File: src/rtl/ahb_pkg.sv
// ahb_pkg
//   Shared AHB encodings and the burst-sequencer state type used by
//   ahb_burst_interface and its FSM sub-block.
//   Contents: HTRANS/HBURST codes, burst_state_e, hburst_for() which maps a
//   beat count onto its INCRx burst code.
package ahb_pkg;

    localparam logic [1:0] HTRANS_IDLE   = 2'b00;
    localparam logic [1:0] HTRANS_NONSEQ = 2'b10;
    localparam logic [1:0] HTRANS_SEQ    = 2'b11;

    localparam logic [2:0] HBURST_SINGLE = 3'b000;
    localparam logic [2:0] HBURST_INCR4  = 3'b011;
    localparam logic [2:0] HBURST_INCR8  = 3'b101;
    localparam logic [2:0] HBURST_INCR16 = 3'b111;

    // IDLE : no transfer outstanding
    // ADDR : burst address phases still to be issued
    // DATA : last data phase in progress
    // DONE : transfer finished, requester still stalled
    typedef enum logic [1:0] {
        ST_IDLE = 2'd0,
        ST_ADDR = 2'd1,
        ST_DATA = 2'd2,
        ST_DONE = 2'd3
    } burst_state_e;

    function automatic logic [2:0] hburst_for(input int beats);
        case (beats)
            4:       return HBURST_INCR4;
            8:       return HBURST_INCR8;
            16:      return HBURST_INCR16;
            default: return HBURST_SINGLE;
        endcase
    endfunction

endpackage

File: src/rtl/ahb_burst_fsm.sv
// ahb_burst_fsm
//   Burst sequencer: state register, address/data beat counters and the
//   control outputs that depend only on sequencing.
//   Ports:
//     clk, rst        clock, synchronous active-high reset
//     hready          AHB subordinate ready
//     req             legal request present and not flushed
//     req_burst       request wants a multi-beat burst
//     stall           requester pipeline stalled
//     state           current sequencer state
//     adr_beat        number of address phases accepted (address-phase index)
//     data_beat       index of the data phase currently in progress
//     htrans          AHB HTRANS
//     bus_stall       transfer in flight towards the requester
//     bus_committed   transfer issued and no longer cancellable
//     addr_accept     an address phase completes this cycle
//     data_accept     a data phase completes this cycle
//     burst_active    latched burst flag of the transfer in flight
module ahb_burst_fsm
    import ahb_pkg::*;
#(
    parameter int BEATS = 4,
    parameter int BW    = $clog2(BEATS) + 1
) (
    input  logic          clk,
    input  logic          rst,
    input  logic          hready,
    input  logic          req,
    input  logic          req_burst,
    input  logic          stall,
    output burst_state_e  state,
    output logic [BW-1:0] adr_beat,
    output logic [BW-1:0] data_beat,
    output logic [1:0]    htrans,
    output logic          bus_stall,
    output logic          bus_committed,
    output logic          addr_accept,
    output logic          data_accept,
    output logic          burst_active
);

    burst_state_e  state_q, state_d;
    logic [BW-1:0] adr_q, adr_d;
    logic [BW-1:0] dat_q, dat_d;
    logic          burst_q, burst_d;

    always_comb begin
        state_d     = state_q;
        adr_d       = adr_q;
        dat_d       = dat_q;
        burst_d     = burst_q;
        htrans      = HTRANS_IDLE;
        addr_accept = 1'b0;
        data_accept = 1'b0;

        case (state_q)
            ST_IDLE: begin
                // NONSEQ is offered combinationally so a request costs no
                // extra cycle; it is held until HREADY takes it.
                if (req) begin
                    htrans = HTRANS_NONSEQ;
                    if (hready) begin
                        addr_accept = 1'b1;
                        adr_d       = BW'(1);
                        dat_d       = '0;
                        burst_d     = req_burst;
                        state_d     = req_burst ? ST_ADDR : ST_DATA;
                    end
                end
            end
            ST_ADDR: begin
                htrans = HTRANS_SEQ;
                // Each accepted SEQ also retires the previous data phase.
                if (hready) begin
                    addr_accept = 1'b1;
                    data_accept = 1'b1;
                    adr_d       = adr_q + BW'(1);
                    dat_d       = dat_q + BW'(1);
                    if (adr_q == BW'(BEATS - 1)) begin
                        state_d = ST_DATA;
                    end
                end
            end
            ST_DATA: begin
                if (hready) begin
                    data_accept = 1'b1;
                    adr_d       = '0;
                    dat_d       = '0;
                    burst_d     = 1'b0;
                    // Parking in DONE keeps a still-asserted request from
                    // being issued a second time while the requester stalls.
                    state_d     = stall ? ST_DONE : ST_IDLE;
                end
            end
            ST_DONE: begin
                if (!stall) begin
                    state_d = ST_IDLE;
                end
            end
            default: state_d = ST_IDLE;
        endcase
    end

    always_ff @(posedge clk) begin
        if (rst) begin
            state_q <= ST_IDLE;
            adr_q   <= '0;
            dat_q   <= '0;
            burst_q <= 1'b0;
        end else begin
            state_q <= state_d;
            adr_q   <= adr_d;
            dat_q   <= dat_d;
            burst_q <= burst_d;
        end
    end

    assign state         = state_q;
    assign adr_beat      = adr_q;
    assign data_beat     = dat_q;
    assign burst_active  = burst_q;
    assign bus_committed = (state_q == ST_ADDR) || (state_q == ST_DATA);
    // Released in the cycle the last data phase completes so the requester
    // can advance in step with the bus; DONE is not a stall.
    assign bus_stall     = (state_q == ST_ADDR)
                         || ((state_q == ST_DATA) && !hready)
                         || ((state_q == ST_IDLE) && req);

endmodule

File: src/rtl/ahb_burst_interface.sv
// ahb_burst_interface
//   AHB manager front-end: turns a BusRW request into a SINGLE or BEATS-beat
//   INCR burst and gathers read beats into a line-wide fetch buffer.
//   Ports:
//     HCLK, HRESET          clock, synchronous active-high reset
//     HREADY, HRDATA        AHB subordinate ready / read data
//     HADDR, HTRANS, HWRITE,
//     HBURST, HSIZE         AHB address-phase signals (zero while HTRANS=IDLE)
//     HWDATA, HWSTRB        AHB data-phase write data / strobes
//     Stall, Flush          requester stalled / cancel unissued request
//     BusRW, Burst, Addr,
//     Size, ByteMask        request: 10 read, 01 write; burst or single
//     WriteData, WriteBeat  requester supplies WriteData for beat WriteBeat
//     FetchBuffer           read beats, beat k at [k*AHBW +: AHBW]
//     BusStall, BusCommitted  transfer in flight / no longer cancellable
module ahb_burst_interface
    import ahb_pkg::*;
#(
    parameter int AHBW    = 64,
    parameter int PA_BITS = 56,
    parameter int BEATS   = 4
) (
    input  logic                      HCLK,
    input  logic                      HRESET,
    input  logic                      HREADY,
    input  logic [AHBW-1:0]           HRDATA,
    output logic [PA_BITS-1:0]        HADDR,
    output logic [1:0]                HTRANS,
    output logic                      HWRITE,
    output logic [2:0]                HBURST,
    output logic [2:0]                HSIZE,
    output logic [AHBW-1:0]           HWDATA,
    output logic [AHBW/8-1:0]         HWSTRB,
    input  logic                      Stall,
    input  logic                      Flush,
    input  logic [1:0]                BusRW,
    input  logic                      Burst,
    input  logic [PA_BITS-1:0]        Addr,
    input  logic [2:0]                Size,
    input  logic [AHBW/8-1:0]         ByteMask,
    input  logic [AHBW-1:0]           WriteData,
    output logic [$clog2(BEATS):0]    WriteBeat,
    output logic [BEATS*AHBW-1:0]     FetchBuffer,
    output logic                      BusStall,
    output logic                      BusCommitted
);

    localparam int BW       = $clog2(BEATS) + 1;
    localparam int SZ_LOG2  = $clog2(AHBW / 8);
    localparam int LINE_L   = $clog2(BEATS * AHBW / 8);
    localparam bit BURST_OK = (BEATS > 1);
    localparam logic [PA_BITS-1:0] LINE_MASK =
        ~((PA_BITS'(1) << LINE_L) - PA_BITS'(1));

    burst_state_e  state;
    logic [BW-1:0] adr_beat, data_beat;
    logic [1:0]    htrans;
    logic          addr_accept, data_accept, burst_active;
    logic          req, req_burst, req_write;

    assign req       = ((BusRW == 2'b10) || (BusRW == 2'b01)) && !Flush;
    assign req_burst = Burst && BURST_OK;
    assign req_write = (BusRW == 2'b01);

    ahb_burst_fsm #(
        .BEATS (BEATS),
        .BW    (BW)
    ) u_fsm (
        .clk           (HCLK),
        .rst           (HRESET),
        .hready        (HREADY),
        .req           (req),
        .req_burst     (req_burst),
        .stall         (Stall),
        .state         (state),
        .adr_beat      (adr_beat),
        .data_beat     (data_beat),
        .htrans        (htrans),
        .bus_stall     (BusStall),
        .bus_committed (BusCommitted),
        .addr_accept   (addr_accept),
        .data_accept   (data_accept),
        .burst_active  (burst_active)
    );

    // Direction of the transfer in flight; the data phases need it after
    // BusRW may have been dropped.
    logic write_q, write_d;
    logic [AHBW-1:0]           hwdata_q, hwdata_d;
    logic [AHBW/8-1:0]         hwstrb_q, hwstrb_d;
    logic [BEATS-1:0][AHBW-1:0] fb_q, fb_d;

    logic cur_burst, cur_write, addr_phase;
    logic [PA_BITS-1:0] burst_addr;

    // In IDLE the address phase comes straight from the request; later
    // phases use what was latched when NONSEQ was accepted.
    assign cur_burst  = (state == ST_IDLE) ? req_burst : burst_active;
    assign cur_write  = (state == ST_IDLE) ? req_write : write_q;
    assign addr_phase = (htrans != HTRANS_IDLE);

    // Line-aligned start plus beat offset: an INCR burst of a full line
    // never crosses a line, hence never a 1KB boundary.
    assign burst_addr = (Addr & LINE_MASK) | (PA_BITS'(adr_beat) << SZ_LOG2);

    always_comb begin
        write_d  = write_q;
        hwdata_d = hwdata_q;
        hwstrb_d = hwstrb_q;
        fb_d     = fb_q;

        if ((state == ST_IDLE) && addr_accept) begin
            write_d = req_write;
        end

        // Write data lags its address phase by one cycle and must stay put
        // through wait states, so it only moves when an address is taken.
        if (addr_accept) begin
            hwdata_d = WriteData;
            hwstrb_d = cur_burst ? '1 : ByteMask;
        end

        if (data_accept && !write_q) begin
            for (int k = 0; k < BEATS; k++) begin
                if (data_beat == BW'(k)) begin
                    fb_d[k] = HRDATA;
                end
            end
        end
    end

    always_ff @(posedge HCLK) begin
        if (HRESET) begin
            write_q  <= 1'b0;
            hwdata_q <= '0;
            hwstrb_q <= '0;
            fb_q     <= '0;
        end else begin
            write_q  <= write_d;
            hwdata_q <= hwdata_d;
            hwstrb_q <= hwstrb_d;
            fb_q     <= fb_d;
        end
    end

    assign HTRANS      = htrans;
    assign HADDR       = !addr_phase ? '0 : (cur_burst ? burst_addr : Addr);
    assign HWRITE      = addr_phase && cur_write;
    assign HBURST      = !addr_phase ? HBURST_SINGLE
                       : (cur_burst ? hburst_for(BEATS) : HBURST_SINGLE);
    assign HSIZE       = !addr_phase ? 3'b000 : (cur_burst ? 3'(SZ_LOG2) : Size);
    assign HWDATA      = hwdata_q;
    assign HWSTRB      = hwstrb_q;
    assign WriteBeat   = adr_beat;
    assign FetchBuffer = fb_q;

endmodule

File: config.mk
export PLATFORM = sky130hd
export DESIGN_NAME = ahb_burst_interface
export DESIGN_NICKNAME = d
export VERILOG_FILES = /design/src/rtl/ahb_pkg.sv /design/src/rtl/ahb_burst_fsm.sv /design/src/rtl/ahb_burst_interface.sv
export SDC_FILE = /design/constraint.sdc
export NUM_CORES = 1
export LEC_CHECK = 0
export ABC_AREA = 1
export BUFFER_PORTS_ARGS = -buffer_cell sky130_fd_sc_hd__buf_2
export CAP_MARGIN = 20
export CORE_AREA = 8 8 227 229
export DETAILED_ROUTE_END_ITERATION = 8
export DIE_AREA = 0 0 235 237
export GPL_TIMING_DRIVEN = 0
export MAX_ROUTING_LAYER = met4
export SYNTH_ARGS = -nofsm -noshare
export SYNTH_HDL_FRONTEND = slang
export SYNTH_HIERARCHICAL = 1
export SYNTH_SLANG_ARGS = --single-unit
File: constraint.sdc
create_clock -name HCLK -period 2.65 [get_ports HCLK]
set_clock_uncertainty 0.05 [all_clocks]
set_input_delay 0.3975 -clock HCLK [delete_from_list [all_inputs] [get_ports HCLK]]
set_output_delay 0.3975 -clock HCLK [all_outputs]
set_load 0.005 [all_outputs]
Yosys cells after proc, flatten, opt, wreduce, memory -nomap -nowiden
Index checks and enable logic that the tools add are counted.
{"block": "totals", "reg_bits": 338, "inputBits": 203, "wordCells": 93, "out_inout_bits": 398}
{"block": "op_classes", "n_bitwise": 1, "n_reduce_logical": 27, "eq_ne": 15, "addsub": 2, "mux": 37}
{"operator": "2-to-1 mux 56 bit", "n": 2}
{"operator": "OR 56 x 6 -> 56 bit", "n": 1}
{"operator": "2-to-1 mux 3 bit", "n": 9}
{"operator": "2-to-1 mux 2 bit", "n": 11}
{"operator": "case mux 3 bit (3 select lines)", "n": 2}
{"operator": "equality test 3 x 2 -> 1 bit, second input constant", "n": 3}
{"operator": "2-to-1 mux 1 bit", "n": 8}
{"operator": "2-to-1 mux 8 bit", "n": 1}
{"operator": "inequality test 2 bit, second input constant", "n": 4}
{"operator": "case mux 2 bit (4 select lines)", "n": 1}
{"operator": "AND reduction 2 bit", "n": 4}
{"operator": "adder 3 x 1 -> 3 bit, second input constant", "n": 2}
{"operator": "equality test 2 bit, second input constant", "n": 3}
{"operator": "logical AND 1 bit", "n": 6}
{"operator": "AND reduction 6 bit", "n": 1}
{"operator": "AND reduction 5 bit", "n": 1}
{"operator": "equality test 2 x 1 -> 1 bit, second input constant", "n": 2}
{"operator": "logical OR 1 bit", "n": 4}
{"operator": "inequality test 2 x 1 -> 1 bit, second input constant", "n": 2}
{"operator": "case mux 1 bit (2 select lines)", "n": 2}
{"operator": "case mux 2 bit (2 select lines)", "n": 1}
{"operator": "AND reduction 4 bit", "n": 1}
{"operator": "nonzero test 2 bit", "n": 2}
{"operator": "equality test 3 x 1 -> 1 bit, second input constant", "n": 1}
{"operator": "6 further kinds", "n": 8}

Longest topological paths before layout
{"block": "depth", "word_depth": 7, "depth_mapped": 11, "mapped_depth_nobuf": 11}

Hierarchy
Netlist, hierarchy kept.
{"mod": "ahb_burst_interface", "seq_area_each_um2": 6586.3, "instances": 1, "cells_per_inst": 1954, "area_each_um2": 13475.4}
{"mod": "ahb_burst_fsm", "seq_area_each_um2": 180.2, "instances": 1, "cells_per_inst": 111, "area_each_um2": 698.2}

Worst setup path after synthesis
OpenSTA, ideal clock, no wires.
{"block": "synth_path", "kind": "register to output", "from": "register u_fsm.state_q[0], in the netlist u_fsm/state[0]", "to": "output port HADDR[10]", "setup_slack_ps": 525, "stages_incl_launch_ff": 8, "path_buffers": 1, "t_required_ps": 2203, "arrival_ps": 1678, "path_cell_list": "dfxtp_1 inv_2 ha_1 nand2_1 nand2_1 nor2_1 clkbuf_1 nor2_1"}
{"block": "synth_between", "elab_chain_len": 4, "word_cells_on_any_way": 7, "cone_classes": "1 x eq/ne; 4 x mux; 2 x reduce/logical"}
{"item": "start: declaration", "line": "ahb_burst_fsm.sv:42", "source": "burst_state_e state_q, state_d;"}
{"item": "start signal: assignment", "line": "ahb_burst_fsm.sv:111", "source": "state_q <= state_d;"}
{"item": "equality test 2 x 1 -> 1 bit or zero test 2 bit (tied branches)", "line": "ahb_burst_fsm.sv:56", "source": "case (state_q)"}
{"item": "case mux 2 bit (2 select lines) *", "line": "ahb_burst_fsm.sv:56"}
{"item": "via HTRANS[1]", "line": "ahb_burst_interface.sv:28", "source": "output logic [1:0] HTRANS,"}
{"item": "nonzero test 2 bit *", "line": "ahb_burst_interface.sv:100", "source": "assign addr_phase = (htrans != HTRANS_IDLE);"}
{"item": "2-to-1 mux 56 bit *", "line": "ahb_burst_interface.sv:147", "source": "assign HADDR = !addr_phase ? '0 : (cur_burst ? burst_addr : Addr);"}
{"item": "end: declaration", "line": "ahb_burst_interface.sv:27", "source": "output logic [PA_BITS-1:0] HADDR,"}
Mark *: on every way through the listed nets, which the timed path passes. The rest lies on a longest branch.

Final worst setup path
{"block": "layout_path", "from": "register u_fsm.state_q[0], in the netlist u_fsm/state[0]", "to": "output port HADDR[40]"}
{"block": "layout_between", "elab_chain_len": 4, "word_cells_on_any_way": 7, "cone_classes": "1 x eq/ne; 4 x mux; 2 x reduce/logical"}
{"item": "equality test 2 x 1 -> 1 bit or zero test 2 bit (tied branches)", "line": "ahb_burst_fsm.sv:56, ahb_burst_interface.sv:98"}
{"item": "case mux 2 bit (2 select lines) or 2-to-1 mux 1 bit (tied branches)", "line": "ahb_burst_fsm.sv:56, ahb_burst_interface.sv:98"}
{"item": "nonzero test 2 bit or 2-to-1 mux 56 bit (tied branches)", "line": "ahb_burst_interface.sv:100, ahb_burst_interface.sv:147"}
{"item": "2-to-1 mux 56 bit *", "line": "ahb_burst_interface.sv:147"}
Mark *: on every way between the ends. The rest lies on a longest branch, timed or not.

==> impl_metrics.py <==
metrics = {
    "synthesis": {
        "synth-async-reset-ratio": 0,
        "synth_fp_nets": 2278,
        "synth_area_um2": 14170,
        "netlist_instances": 2065,
        "synth_top_flop_cell": "dfxtp_1",
        "yosys-top-cells-count": "nor2_1, nand2_1, dfxtp_1",
        "synthTopCellsByArea": "dfxtp_1, nor2_1, nand2_1",
        "synth_cell_type_count": 29,
        "synth_top_area_frac": 0.4774,
        "yosysWarnings": 6,
        "ys_ff_latch": 338,
        "synth.avg_cell_area_um2": 6.864,
        "seq_area_frac_synth": 0.4774,
        "synth_edf_count": 0,
        "yosysTopAreaCell": "dfxtp_1",
        "yosysMostFrequentCell": "nor2_1",
    },
    "cts": {
        "cts_buffer_depth": 3,
        "path_clk_slew_ns": 0.06,
        "cts_root_buffer": "clkbuf_16",
        "numCtsBuffers": 39,
        "htree_levels": 2,
        "clk_latency_ns": 0.55,
        "cts.sinks": 338,
        "tritoncts": "built",
    },
    "finish": {
        "n_fill_cell": 5157,
        "syn_to_final_growth_pct": 37.38,
        "nets": 2931,
        "fin_util": 0.4045,
        "drive_gt1_frac": 0.3065,
    },
    "power": {
        "p_leak_nw": 10.41,
        "power_density_nw_per_um2": 985.1,
        "p_total_mw": 19.18,
        "ir_drop_v": 0.0007904,
    },
    "run_status": {
        "status": "complete, no violations",
    },
    "critical_path": {
        "cp.required_ns": 2.20,
        "reg2reg_to": "HWDATA[0]",
        "crit_path_start": "u_fsm/state[0]",
        "end_kind": "output port",
        "ff2ff_path_depth": 10,
        "endpoint": "HADDR[40]",
        "worst-path-max-fanout": 10,
        "path_class": "reg -> out",
        "rrSetupSlack_ns": 0.36,
        "worstPathArrival_ns": 2.09,
        "crit_path_start_kind": "flop",
        "r2r_start": "u_fsm/state[0]",
    },
    "route": {
        "route.detailed.drc": 0,
        "postRouteAntennaNets": 0,
        "firstDrtPassIters": 5,
        "drtIter0Drc": 969,
        "via_per_inst": 4.581,
        "wl_um": 67740,
        "num_vias": 15440,
        "wl_per_cell_um": 20.10,
    },
    "sta": {
        "finalSetupViolations": 0,
        "timing.final.crit_share": 0.9572,
        "maxSlewViolCount": 0,
        "hold_viol_final": 0,
        "fin_crit_ns": 2.537,
        "rsz0062_at_grt": "false",
        "final.setup.worst_slack_ns": 0.1135,
        "worst_slew_pin_slew_ns": 0.6157,
        "relSlewSlack": 0.5885,
        "fmax_mhz": 394.2,
    },
    "die": {
        "die_w_um": 235,
        "initial_core_util": 0.2944,
        "num_rows": 81,
        "num_io_pins": 601,
        "core_um2": 48140,
        "dieArea_um2": 55700,
        "dieHeight_um": 237,
    },
    "place": {
        "place.gp.congestion": 0.9809,
        "dp_hpwl_um": 54830,
        "io_buffers": 599,
        "dp_slack_ns": -0.4909,
    },
    "grt": {
        "grt_usage": 0.2374,
        "grt_remaining_overflow": 0,
        "grt_pass1_wl_um": 97570,
        "grt_max_degree": 14,
        "grt_pass1_vias": 15320,
        "antenna_found_initial": 11,
    },
    "hold_path": {
        "hold_class": "in -> reg",
    },
    "flow_run": {
        "cap_violations": 0,
    },
}
critical path: stages, from the launching register on:
cell and delay [ns]:
dfxtp_4 0.40, inv_4 0.06, ha_4 0.18, nand2_4 0.07, nand2_2 0.08, nor2_4 0.19
buf_12 0.14, clkbuf_8 0.20, nor2_4 0.07, buf_2 0.13
power breakdown:
part	switching (mW)	internal (mW)
logic	4.62	2.64
registers	0.520	5.95
clock network	2.21	3.24
total	7.35	11.8
area by class of cell:
cell class | count | area, um^2 | share of cell area
Inverter | 159 | 606.8 | 0.03117
Tap cell | 622 | 778.2 | 0.03997
Antenna cell | 4 | 10.01 | 0.0005141
Multi-Input combinational cell | 1428 | 6055 | 0.3109
Sequential cell | 338 | 6774 | 0.3479
Timing Repair Buffer | 612 | 3131 | 0.1608
Clock buffer | 48 | 1060 | 0.05443
Buffer | 140 | 843.3 | 0.04331
Clock inverter | 19 | 214.0 | 0.01099
state kept, by name (all words and copies together), names as in the netlist:
name,cells
u_fsm/burst_active,1
u_fsm/state,2
HWDATA,64
u_fsm/adr_beat,3
HWSTRB,8
FetchBuffer,256
write_q,1
u_fsm/data_beat,3
how the worst min path moves through the flow:
stage	startpoint	end	slack, ns	cells after the start
2_1_floorplan	u_fsm/burst_active	u_fsm/burst_active	0.40	2
3_3_place_gp	FetchBuffer[198]	FetchBuffer[198]	0.41	2
3_5_place_dp	FetchBuffer[203]	FetchBuffer[203]	0.41	2
4_1_cts	WriteData[20]	HWDATA[20]	0.0001	3
5_1_grt	WriteData[29]	HWDATA[29]	0.02	3
6_report	WriteData[31]	HWDATA[31]	0.03	3
layout by cell type, fill, tap and decap left out, types with 3 or more instances in the layout:
| cell type | instances |
|---|---|
| clkbuf_1 | 13 |
| nand3_1 | 202 |
| inv_6 | 3 |
| buf_1 | 6 |
| buf_6 | 16 |
| bufinv_16 | 4 |
| o21ai_0 | 75 |
| inv_1 | 141 |
| or2_2 | 8 |
| nor2_2 | 3 |
| clkinv_2 | 10 |
| nand2_2 | 6 |
| clkbuf_16 | 39 |
| diode_2 | 4 |
| nor2_4 | 7 |
| clkinv_4 | 3 |
| a21oi_1 | 70 |
| ha_1 | 8 |
| inv_2 | 14 |
| dfxtp_1 | 336 |
| buf_4 | 23 |
| dlygate4sd3_1 | 9 |
| buf_2 | 685 |
| nor2_1 | 674 |
| clkbuf_8 | 6 |
| nand2_1 | 362 |
timing repair:
action	in CTS	in global routing
pin swaps	1	2
buffers inserted	2	2
hold endpoints to repair	9	0
endpoints found under the setup margin	62	53
hold buffers	9	0
gates resized for setup	25	13
metal layers:
layer	track usage	share of wire	up-vias
li1	-	-	7645
met1	0.2475	0.38	7119
met2	0.4218	0.51	567
met3	0.06022	0.070	108
met4	0.1045	0.043	0
met5	-	0	-
cell families (layout without fill, tap and decap cells):
family	count (synthesis)	in the layout	share of synthesized area
fa+ha+maj	10	10	0.008828
simple gates	1268	1268	0.3597
other cells	1	5	0.0002646
flops	338	338	0.4774
buf+inv	299	978	0.1007
compound gates	149	149	0.05305
metrics by stage:
stage                     hold slack, ns  cell area (um^2)  cells  TNS (ns)
after detailed placement          0.4147             17950   3286    -22.34
after global placement            0.4092             17950   3286    -16.90
after CTS                      0.0001176             19410   3364         0
after global routing             0.01701             19470   3370         0
final                            0.02812             19470   3370         0
after floorplan                   0.4003             14170   2065         0
No activity file was read; power rests on OpenSTA's default activity.
